File: src/rtl/mem_ctrl.sv
// Memory controller: arbitrates IF and MEM onto a byte-wide RAM bus and serialises 8/16/32-bit accesses.
// Optional one-entry fetch buffer is enabled by defining MEM_CTRL_IF_BUF_EN.
//
// state  | meaning
// IDLE   | sample requests, latch the winning access
// IF_RD  | fetch bytes 0..3, one extra cycle to capture the last byte
// MEM_RD | load bytes 0..N-1, one extra cycle to capture the last byte
// MEM_WR | store bytes 0..N-1
// DONE   | owner's done pulse with rdata registered
module mem_ctrl (
    input  logic        clk,
    input  logic        rst,
    input  logic        if_req,
    input  logic [31:0] if_addr,
    input  logic        if_cancel,
    output logic [31:0] if_rdata,
    output logic        if_done,
    input  logic        mem_req,
    input  logic        mem_we,
    input  logic [1:0]  mem_width,
    input  logic [31:0] mem_addr,
    input  logic [31:0] mem_wdata,
    output logic [31:0] mem_rdata,
    output logic        mem_done,
    output logic [31:0] ram_addr,
    output logic        ram_wr,
    output logic [7:0]  ram_wdata,
    input  logic [7:0]  ram_rdata,
    output logic        stallreq_if,
    output logic        stallreq_mem
);

    typedef enum logic [2:0] {IDLE, IF_RD, MEM_RD, MEM_WR, DONE} state_t;

    state_t      state, state_nx;
    logic [2:0]  cnt, cnt_nx;
    logic [2:0]  len_q, len_mem;
    logic [31:0] base, wdata_q, result, result_nx;
    logic [31:0] if_rdata_q, mem_rdata_q, ram_addr_q;
    logic        owner_mem;
    logic        acc_mem, acc_if, capture, rd_finish, bus_active;

`ifdef MEM_CTRL_IF_BUF_EN
    logic [31:0] buf_tag, buf_data;
    logic        buf_valid, buf_hit;

    assign buf_hit = (state == IDLE) && !mem_req && if_req && !if_cancel &&
                     buf_valid && (if_addr == buf_tag);

    always_ff @(posedge clk) begin
        if (rst) begin
            buf_valid <= 1'b0;
            buf_tag   <= '0;
            buf_data  <= '0;
        end else if (acc_mem && mem_we) begin
            buf_valid <= 1'b0;
        end else if (rd_finish && !owner_mem) begin
            buf_valid <= 1'b1;
            buf_tag   <= base;
            buf_data  <= result_nx;
        end
    end
`else
    logic [31:0] buf_data;
    logic        buf_hit;
    assign buf_data = '0;
    assign buf_hit  = 1'b0;
`endif

    // MEM wins arbitration: it belongs to the older instruction
    assign acc_mem = (state == IDLE) && mem_req;
    assign acc_if  = (state == IDLE) && !mem_req && if_req && !if_cancel && !buf_hit;

    always_comb begin
        case (mem_width)
            2'd0:    len_mem = 3'd1;
            2'd1:    len_mem = 3'd2;
            default: len_mem = 3'd4;
        endcase
    end

    assign capture   = ((state == IF_RD && !if_cancel) || state == MEM_RD) && (cnt != 3'd0);
    assign rd_finish = capture && (cnt == len_q);

    always_comb begin
        result_nx = result;
        case (cnt)
            3'd1:    result_nx[7:0]   = ram_rdata;
            3'd2:    result_nx[15:8]  = ram_rdata;
            3'd3:    result_nx[23:16] = ram_rdata;
            3'd4:    result_nx[31:24] = ram_rdata;
            default: result_nx = result;
        endcase
    end

    always_comb begin
        state_nx = state;
        cnt_nx   = 3'd0;
        case (state)
            IDLE: begin
                if (acc_mem)
                    state_nx = mem_we ? MEM_WR : MEM_RD;
                else if (buf_hit)
                    state_nx = DONE;
                else if (acc_if)
                    state_nx = IF_RD;
            end
            IF_RD: begin
                if (if_cancel)
                    state_nx = IDLE;
                else if (cnt == len_q)
                    state_nx = DONE;
                else
                    cnt_nx = cnt + 3'd1;
            end
            MEM_RD: begin
                if (cnt == len_q)
                    state_nx = DONE;
                else
                    cnt_nx = cnt + 3'd1;
            end
            MEM_WR: begin
                if (cnt == len_q - 3'd1)
                    state_nx = DONE;
                else
                    cnt_nx = cnt + 3'd1;
            end
            DONE:    state_nx = IDLE;
            default: state_nx = IDLE;
        endcase
    end

    always_ff @(posedge clk) begin
        if (rst) begin
            state       <= IDLE;
            cnt         <= 3'd0;
            len_q       <= 3'd0;
            base        <= '0;
            wdata_q     <= '0;
            result      <= '0;
            owner_mem   <= 1'b0;
            if_rdata_q  <= '0;
            mem_rdata_q <= '0;
            ram_addr_q  <= '0;
        end else begin
            state      <= state_nx;
            cnt        <= cnt_nx;
            ram_addr_q <= ram_addr;
            if (acc_mem) begin
                base      <= mem_addr;
                len_q     <= len_mem;
                wdata_q   <= mem_wdata;
                owner_mem <= 1'b1;
                result    <= '0;
            end else if (acc_if) begin
                base      <= if_addr;
                len_q     <= 3'd4;
                owner_mem <= 1'b0;
                result    <= '0;
            end else if (buf_hit) begin
                owner_mem  <= 1'b0;
                if_rdata_q <= buf_data;
            end
            if (capture)
                result <= result_nx;
            if (rd_finish) begin
                if (owner_mem)
                    mem_rdata_q <= result_nx;
                else
                    if_rdata_q <= result_nx;
            end
        end
    end

    // Address is driven only while a byte is being issued; otherwise it holds
    assign bus_active = (state == IF_RD || state == MEM_RD || state == MEM_WR) && (cnt < len_q);
    assign ram_addr   = bus_active ? (base + {29'd0, cnt}) : ram_addr_q;
    assign ram_wr     = (state == MEM_WR);

    always_comb begin
        ram_wdata = 8'h00;
        if (ram_wr) begin
            case (cnt[1:0])
                2'd0:    ram_wdata = wdata_q[7:0];
                2'd1:    ram_wdata = wdata_q[15:8];
                2'd2:    ram_wdata = wdata_q[23:16];
                default: ram_wdata = wdata_q[31:24];
            endcase
        end
    end

    assign if_done      = (state == DONE) && !owner_mem && !if_cancel;
    assign mem_done     = (state == DONE) && owner_mem;
    assign if_rdata     = if_rdata_q;
    assign mem_rdata    = mem_rdata_q;
    assign stallreq_if  = if_req & ~if_done;
    assign stallreq_mem = mem_req & ~mem_done;

endmodule

File: config.mk
export PLATFORM = sky130hd
export DESIGN_NAME = mem_ctrl
export DESIGN_NICKNAME = d
export VERILOG_FILES = /design/src/rtl/mem_ctrl.sv
export SDC_FILE = /design/constraint.sdc
export NUM_CORES = 1
export LEC_CHECK = 0
export CORE_MARGIN = 2
export CORE_UTILIZATION = 37
export DETAILED_ROUTE_END_ITERATION = 6
export PLACE_DENSITY = 0.67
export SLEW_MARGIN = 30
export SYNTH_ARGS = -nofsm -noshare
export SYNTH_HDL_FRONTEND = slang
export SYNTH_SLANG_ARGS = --single-unit
export TNS_END_PERCENT = 30
File: constraint.sdc
create_clock -name clk -period 4.5 [get_ports clk]
set_clock_uncertainty 0.2 [all_clocks]
set_input_delay 0.9 -clock clk [delete_from_list [all_inputs] [get_ports clk]]
set_output_delay 0.9 -clock clk [all_outputs]
set_load 0.02 [all_outputs]
# Yosys cells after proc, flatten, opt, wreduce, memory -nomap -nowiden
# Index checks and enable logic that the tools add are counted.
# classes
n_bitwise	5
n_lt_le_gt_ge	1
eq_ne	15
n_reduce_logical	26
mul	0
shifts	0
mux	28
div_mod_pow	0
addsub	3
# op_table
cell	n
$mux W32	6
$mux W8	5
$add A32 B3 Y32	1
$mux W3	10
$pmux W8 S3	1
$eq A3 B2 Y1 const B	4
$pmux W3 S4	1
$logic_and A1 B1 Y1	11
$pmux W3 S3	1
$eq A3 B1 Y1 const B	2
$eq A3 B3 Y1	2
$eq A3 B3 Y1 const B	2
$pmux W3 S2	1
$reduce_and A2 Y1	3
$reduce_bool A3 Y1	2
$eq A2 B1 Y1 const B	2
$logic_not A2 Y1	2
$add A3 B1 Y3 const B	1
$logic_not A1 Y1	3
$logic_not A3 Y1	1
$logic_or A1 B1 Y1	3
$lt A3 B3 Y1	1
$mux W1	3
$ne A3 B3 Y1 const B	1
6 further kinds	9
# totals
latch_bits	0
mem_bits_rw	0
output_inout_bits	109
register_bits	202
inputBits	112
n_memories	0
rom_bits	0
wordCells	88

# Logic depth before layout (Yosys ltp)
# Gate-level depths: netlist (run 1).
# depth
depth_word	7
ltp_mapped	9

# Worst setup path before layout (run 1)
# No wires, ideal clock.
# synth_path
path_kind	register -> output
from	register cnt[1]
to	output port ram_addr[25]
stages_incl_launch_ff	8
arrival_ns	2.361
path_slack_ns	1.039
cell_sequence	dfxtp_1 ha_1 nor2b_1 o21a_1 or4_1 buf_2 or4_1 nand3_1
# synth_between
elab_chain_len	3
word_cells_on_any_way	4
classes_between	1 x add/sub; 1 x order compare; 1 x mux; 1 x reduce/logical
# synth_lines
element	line	text
start: declaration	36	logic [2:0] cnt, cnt_nx;
start signal: assignment	147	cnt <= cnt_nx;
parallel branches: the longest is 2 deep, another holds $add A32 B3 Y32	n/a	
$mux W32 *	177	assign ram_addr = bus_active ? (base + {29'd0, cnt}) : ram_addr_q;
end: declaration	25	output logic [31:0] ram_addr,
# Mark *: on every way between the ends.

# Worst setup path after layout (run 1)
# layout_path
from	register cnt[2]
to	output port ram_addr[23]
# Same word-level chain as after synthesis.

==> run metrics, run 1 <==
Post-Syn Nets=1,221; CTS tree=built; overall die width=162 um; Highest Clock Rate=0.229 GHz; starting utilization of the core area=0.378; CTS Buffer Depth=3; signed area change from the synthesized netlist to the final layout=33.4%; IO Pins=221; core outline area=24,500 um2; endpoint of the worst hold path=wdata_q[26]; share of Yosys cell area claimed by the top area cell type=0.437; setup tns final=0 ns; largest vdd supply drop=0.000273 V; count of routing violations after the opening detailed-route iteration=712; top post-synthesis cells by count=202 x dfxtp_1, 163 x nor2_1, 140 x nand2_1, 98 x a21oi_1, 83 x nand3_1; H-tree levels=1; via count of the first global-routing pass=~7,700; P per Cell Area=551 nW/um2; Clock Sink Count=between 200 and 250; most area-consuming cells after synthesis=dfxtp_1 44%, nor2_1 6.6%, nand2_1 5.7%; depth of the worst register-to-register path=8; crit path max fanout=6; number of enable flip-flop cells after synthesis=0; detail-routed net length per standard cell=16.7 um; total setup violations reported at the end of the flow=0; number of buffer and inverter instances along the worst setup path=2; Hold Crit Class=reg -> reg; WP data arrival=approximately 3.3 ns; slowest library cell on the worst path=clkdlybuf4s50_1; DPL Wire Length=18,300 um; number of maximum-capacitance violations=0; Top FF cell, synth=dfxtp_1; utilization after layout=0.505; number of cells produced by synthesis=roughly 1,100; Routed Antenna Nets=0; global-route wire length before repair=about 42,000 um; final weighted congestion of routability-driven global placement=between 0.8 and 0.9; Core Rows=57; worst min-delay path startpoint=wdata_q[26]; setup ws final=0.140 ns; stage delay of the slowest cell on the critical path=approximately 0.65 ns; flip-flop and latch count after synthesis=202; kind of capture point of the worst setup path=output port; number of pins with negative max-slew slack in the final report=0; Largest delay share family, worst path=buffers and inverters; max_slew headroom=0.422; number of antenna cells inserted=0; Netlist cell types=56; total global routing track utilization=0.194; Final Hold Viols=0; setup repair after global routing missed its margin=no; input/output buffers=220; leftover overflow at the end of global routing=0; instance area after placement=11,600 um2; Avg Inst Size Synth=8.45 um2; Initial DRT Pass Iterations=5; category of the most critical setup path=reg -> out; ordered list of cells on the worst path=ha_1 -> nand3_2 -> a2111oi_4 -> buf_4 -> nand4_1 -> xor2_1 -> a21oi_1 -> clkdlybuf4s50_1; Synth Warn #=0; clock insertion delay at the later pin of the skew report=0.50 ns; final clock period utilization by the worst path=0.969; required time of the critical path=3.40 ns; clock buffers created by TritonCTS=23; post-place setup slack=0.449 ns; drt drc=0; library cell occupying the most area in the post-synthesis netlist=dfxtp_1; number of antenna violations at the first check in global routing=0; drt via density=5.30; category of the worst setup path launch point=flip-flop; fin area=12,300 um2; setup slack of the most critical reg-to-reg path=between 1.5 and 2 ns; static leakage power=4.22 nW; run status=finished clean; chip height=~160 um; measured slew at the worst slew-check pin=0.868 ns; number of fill cells in the layout=2,350; routed via count=8,444; minimum clock period=approximately 4.4 ns; capture point of the worst reg-to-reg path=mem_rdata[2]; fraction of registers with async set or reset after synthesis=0; clock tree root buffer cell=clkbuf_16; sequential area share after synthesis=0.437; cell with the most instances after synthesis=dfxtp_1; fraction of layout cells with a size suffix above 1=0.0875; Total Nets Final=1,380; worst flop-to-flop path startpoint=cnt[0]; total length of routed wires=26,500 um; hold-critical path depth=2; DIE AREA=between 20,000 and 30,000 um2; combined area of all synthesized cells=9260 um2; maximum number of pins on one net before global-route repair=99; Clock Pin Slew Worst Setup and Hold Paths=0.06 ns
==> cell type report <==
| type | instances | area, um2 | area share |
|---|---|---|---|
| Multi-Input combinational cell | 779 | 4760 | 0.386 |
| Sequential cell | 202 | 4050 | 0.328 |
| Timing Repair Buffer | 235 | 2370 | 0.192 |
| Clock buffer | 33 | 683 | 0.0553 |
| Tap cell | 324 | 405 | 0.0328 |
| Inverter | 14 | 52.6 | 0.00426 |
| Clock inverter | 5 | 28.8 | 0.00233 |
==> how the worst max path moves through the flow <==
| stage | slack (ns) | start | depth (start not counted) | to |
|---|---|---|---|---|
| 5_1_grt | 0.007 | cnt[0] | 8 | ram_addr[16] |
| 3_5_place_dp | 0.45 | cnt[1] | 7 | ram_addr[25] |
| 2_1_floorplan | 1.04 | cnt[1] | 7 | ram_addr[25] |
| 4_1_cts | -0.06 | cnt[0] | 8 | ram_addr[28] |
| 6_report | 0.14 | cnt[2] | 8 | ram_addr[23] |
| 3_3_place_gp | 0.16 | cnt[0] | 8 | ram_addr[30] |
==> power by group <==
part / switching (mW) / internal (mW) / total [mW] / leakage, nW
Clock: 0.729 / 1.05 / 1.77 / 0.357
Combinational: 1.60 / 1.03 / 2.62 / 2.22
Sequential: 0.291 / 2.12 / 2.41 / 1.64
Total: 2.62 / 4.19 / 6.81 / 4.22
==> metrics by stage <==
stage | hold WS, ns | total power, mW | cells
6_report | 0.255 | 6.81 | 1592
5_1_grt | 0.274 | 7.20 | 1592
4_1_cts | 0.255 | 6.85 | 1592
3_5_place_dp | 0.246 | 5.06 | 1554
3_3_place_gp | 0.242 | 5.04 | 1554
2_1_floorplan | 0.236 | 4.02 | 1096
==> metal layers <==
layer  GRT usage  part of all wire
met5           0                 0
met4      0.0539             0.023
met3      0.0283             0.047
met2       0.309              0.46
met1       0.276              0.47
==> tightest hold or removal path, delay by kind of cell, from the launching register on <==
family          cells  cell delay, ns
flops               1            0.31
simple gates        1            0.05
compound gates      1            0.05
==> sequential cells by signal, summed over array words and instances, names as in the netlist <==
name,cells
base,32
cnt,3
if_rdata,32
len_q,3
mem_rdata,32
owner_mem,1
ram_addr_q,32
result,32
state,3
wdata_q,32
==> cells in the final DEF (no fill, tap or decap), types with 3 or more instances in the layout <==
cell,netlist,layout
clkbuf_8,0,7
and2_1,4,4
nor4_4,1,3
nand3_1,83,83
clkdlybuf4s50_1,0,215
buf_4,11,11
xnor2_1,15,15
nand4_1,11,11
a21oi_1,98,97
xor2_1,15,15
inv_1,14,14
clkbuf_1,73,3
a211oi_1,60,60
clkinv_2,0,4
dfxtp_1,202,201
nand2_1,140,138
dlymetal6s2s_1,0,3
ha_1,12,12
nor2_1,163,163
clkbuf_16,0,23
a211oi_2,29,29
nor3_1,11,11
a222oi_1,8,8
mux2_2,5,5
buf_12,0,4
mux2i_1,33,33
a311oi_1,32,32
o21ai_0,3,3
nor2b_1,10,8
and3_1,7,6
==> timing repair <==
action                     CTS  global route
gates cloned                 0             0
buffers inserted             0             0
setup endpoints to repair    5             9
hold buffers                 0             0
pin swaps                    0             1
gates resized for setup      2             5
==> cells by family after synthesis <==
family,after synthesis,share of synthesized area
and+or+nand+nor,454,0.221
AOI/OAI and AO/OA,244,0.197
DFF,202,0.437
buffers and inverters,115,0.0560
muxes,38,0.0418
xor gates and xnor gates,30,0.0284
adders and majority gates,13,0.0184
Note: power is estimated with default switching activity, not from simulation.
==> run 2, diff against run 1 <==
Settings changed: ABC_AREA from default to 1.
==> run 2 against run 1 <==
- critical path depth is 2 higher
- non-clock buffer count is 1 lower
- first-iteration DRC count is 6.0% lower
- register-to-register slack worse by 0.08 ns
- final cell count is 28% higher
- worst setup slack better by 0.28 ns
- combinational power is 34% lower
- flip-flop and latch count stayed put
- sequential share of layout area is 1.3 points lower
- cell area is 4.1% higher
- die area is 4.7% higher
- critical path type unchanged
- largest cell class unchanged
- largest power group is now registers
==> run metrics, run 2 <==
run status=finished clean; setup ws final=0.421 ns (+0.281 ns); DIE AREA=27,500 um2 (+4.7%); Core Rows=59 (+3.5%); starting utilization of the core area=0.375 (-0.00387); kind of capture point of the worst setup path=output port; number of enable flip-flop cells after synthesis=0 (unchanged); via count of the first global-routing pass=8,913 (+16%); clock tree root buffer cell=clkbuf_16; power share of the combinational group=0.298 (-0.087); H-tree levels=1 (unchanged); number of pins with negative max-slew slack in the final report=0 (unchanged); fraction of registers with async set or reset after synthesis=0 (unchanged); number of buffer and inverter instances along the worst setup path=1 (-1); P per Cell Area=450 nW/um2 (-18%); commonest cells after routing, fill and taps aside=322 x nand2_1, 282 x nor2_1, 219 x clkdlybuf4s50_1; number of instances resized during post-cts repair=0 (-2); flip-flop and latch count after synthesis=202 (unchanged); count of buffers added by post-CTS timing repair for setup=0 (unchanged); crit path max fanout=5 (-1); switching share of power=0.341 (-0.0433); drt drc=0 (unchanged); top post-synthesis cells by count=322 x nand2_1, 282 x nor2_1, 202 x dfxtp_1, 202 x inv_1, 177 x o21ai_0; core outline area=25,900 um2 (+5.9%); clock insertion delay at the later pin of the skew report=0.51 ns (about the same); Final Hold Viols=0 (unchanged); sequential area share after synthesis=0.417 (-0.0202); setup tns final=0 ns (unchanged); final clock period utilization by the worst path=0.907 (-0.0624); global-route wire length before repair=43,900 um (+5.0%); IO Pins=221 (unchanged); Clock Sink Count=202 (unchanged); power spent charging and discharging nets=1.97 mW (-25%); max_slew headroom=0.434 (+0.0127); Post-Syn Nets=1,626 (+33%); drt via density=4.72 (-11%); cell with the most instances after synthesis=nand2_1; Initial DRT Pass Iterations=5 (unchanged); clock buffers created by TritonCTS=22 (-4.3%); combined area of all synthesized cells=9700 um2 (+4.8%); hold-fix buffers at CTS=0 (unchanged); Routed Antenna Nets=0 (unchanged); Largest delay share family, worst path=simple AND/OR/NAND/NOR gates; number of antenna cells inserted=0 (unchanged); Synth Warn #=0 (unchanged); maximum number of pins on one net before global-route repair=101 (+2.0%); sequential group share of total power=0.387 (+0.033); overall die width=166 um (+2.3%); Top FF cell, synth=dfxtp_1; number of cells produced by synthesis=1,501 (+37%); CTS tree=built; CTS Buffer Depth=3 (unchanged); Total Nets Final=1,805 (+31%); total global routing track utilization=0.189 (-0.00488); count of routing violations after the opening detailed-route iteration=669 (-6.0%); stage delay of the slowest cell on the critical path=0.59 ns (-0.06 ns); most area-consuming cells after synthesis=dfxtp_1 42%, nand2_1 12%, nor2_1 11%; required time of the critical path=3.40 ns (about the same); category of the most critical setup path=reg -> out; routed via count=9,578 (+13%); Highest Clock Rate=0.245 GHz (+6.9%); post-place setup slack=0.894 ns (+0.445 ns); slowest library cell on the worst path=clkdlybuf4s50_1; Netlist cell types=30 (-46%); Clock Pin Slew Worst Setup and Hold Paths=0.06 ns (about the same); internal power contribution=3.81 mW (-9.2%); total setup violations reported at the end of the flow=0 (unchanged); largest vdd supply drop=0.000301 V (+10%); Avg Inst Size Synth=6.47 um2 (-23%); detail-routed net length per standard cell=13.3 um (-20%); static leakage power=5.31 nW (+26%); Hold Crit Class=reg -> reg; category of the worst setup path launch point=flip-flop; final weighted congestion of routability-driven global placement=0.908 (+10%); input/output buffers=220 (unchanged); total length of routed wires=27,100 um (+2.1%); number of maximum-capacitance violations=0 (unchanged); clock share of power=0.315 (+0.054); fraction of layout cells with a size suffix above 1=0.0436 (-0.0439); DPL Wire Length=19,100 um (+4.6%); utilization after layout=0.496 (-0.00891); most frequent standard cell in the layout excluding fill and tap cells=nand2_1; leftover overflow at the end of global routing=0 (unchanged); setup repair after global routing missed its margin=no; chip height=166 um (+2.3%); ordered list of cells on the worst path=ha_1 -> fa_1 -> nand2_1 -> nand2_1 -> nand3_1 -> nor2_1 -> xor2_1 -> nand2_1 -> nand2_1 -> clkdlybuf4s50_1; signed area change from the synthesized netlist to the final layout=32.4%; minimum clock period=4.08 ns (-0.281 ns); cell repeated most along the worst path=nand2_1; share of Yosys cell area claimed by the top area cell type=0.417 (-0.0202); measured slew at the worst slew-check pin=0.847 ns (-0.0211 ns); library cell occupying the most area in the post-synthesis netlist=dfxtp_1; number of antenna violations at the first check in global routing=0 (unchanged); WP data arrival=2.98 ns (-0.28 ns)
run 2: cell types whose count changed in the layout (fill, tap and decap cells not counted), moves of 29 or more:
cell,previous run,this run
a211oi_1,60,1
a211oi_2,29,0
a311oi_1,32,0
inv_1,14,202
mux2i_1,33,0
nand2_1,138,322
nor2_1,163,282
o21ai_0,3,177
run 2: cell families after synthesis:
| logic type | count (synthesis) | share of synthesized area |
|---|---|---|
| AND/OR/NAND/NOR | 703 | 0.290 |
| XOR/XNOR | 13 | 0.0117 |
| buffers and inverters | 286 | 0.114 |
| AO/OA/AOI/OAI | 284 | 0.149 |
| flip-flops | 202 | 0.417 |
| adder cells (fa/ha/maj) | 13 | 0.0175 |
run 2: area by class of cell:
| class | instances | area [um2] |
|---|---|---|
| Clock buffer | 29 | 617 |
| Clock inverter | 11 | 119 |
| Fill cell | 2566 | 13100 |
| Inverter | 207 | 779 |
| Multi-Input combinational cell | 1013 | 4560 |
| Sequential cell | 202 | 4040 |
| Tap cell | 335 | 419 |
| Timing Repair Buffer | 234 | 2310 |
run 2: per-layer routing:
layer / wire length (um) / track usage / up-vias / share of wire
li1: - / - / 5013 / -
met1: 12600 / 0.249 / 4271 / 0.46
met2: 12500 / 0.326 / 250 / 0.46
met3: 1480 / 0.0310 / 44 / 0.055
met4: 529 / 0.0450 / 0 / 0.020
met5: 0 / 0 / - / 0
run 2: worst min-delay path, delay by kind of cell (launching register included):
kind / cells / cell delay [ns]
and+or+nand+nor: 1 / 0.06
DFF: 1 / 0.31
AOI/OAI and AO/OA: 1 / 0.05
run 2: power by group through the flow:
stage / Combinational (mW) / Sequential (mW) / Clock [mW]
floorplan: 1.13 / 2.21 / 0
global placement: 1.71 / 2.27 / 0
detailed placement: 1.72 / 2.27 / 0
CTS: 1.74 / 2.24 / 1.86
global route: 1.94 / 2.27 / 1.94
finish: 1.72 / 2.24 / 1.82
run 2: final timing paths:
path	from	end	slack [ns]	depth (start not counted)
setup / recovery	cnt[0]	ram_addr[10]	0.42	10
hold / removal	len_q[1]	len_q[1]	0.27	2
setup reg to reg	cnt[1]	if_rdata[16]	1.49	7
hold reg to reg	len_q[1]	len_q[1]	0.27	2
run 2: stage by stage:
step / cell area (um2) / hold WS, ns / cells / power, mW
global placement: 12100 / 0.255 / 1991 / 3.98
CTS: 12800 / 0.271 / 2031 / 5.83
detailed placement: 12100 / 0.261 / 1991 / 3.99
floorplan: 9700 / 0.245 / 1501 / 3.34
global route: 12800 / 0.284 / 2031 / 6.14
finish: 12800 / 0.267 / 2031 / 5.78
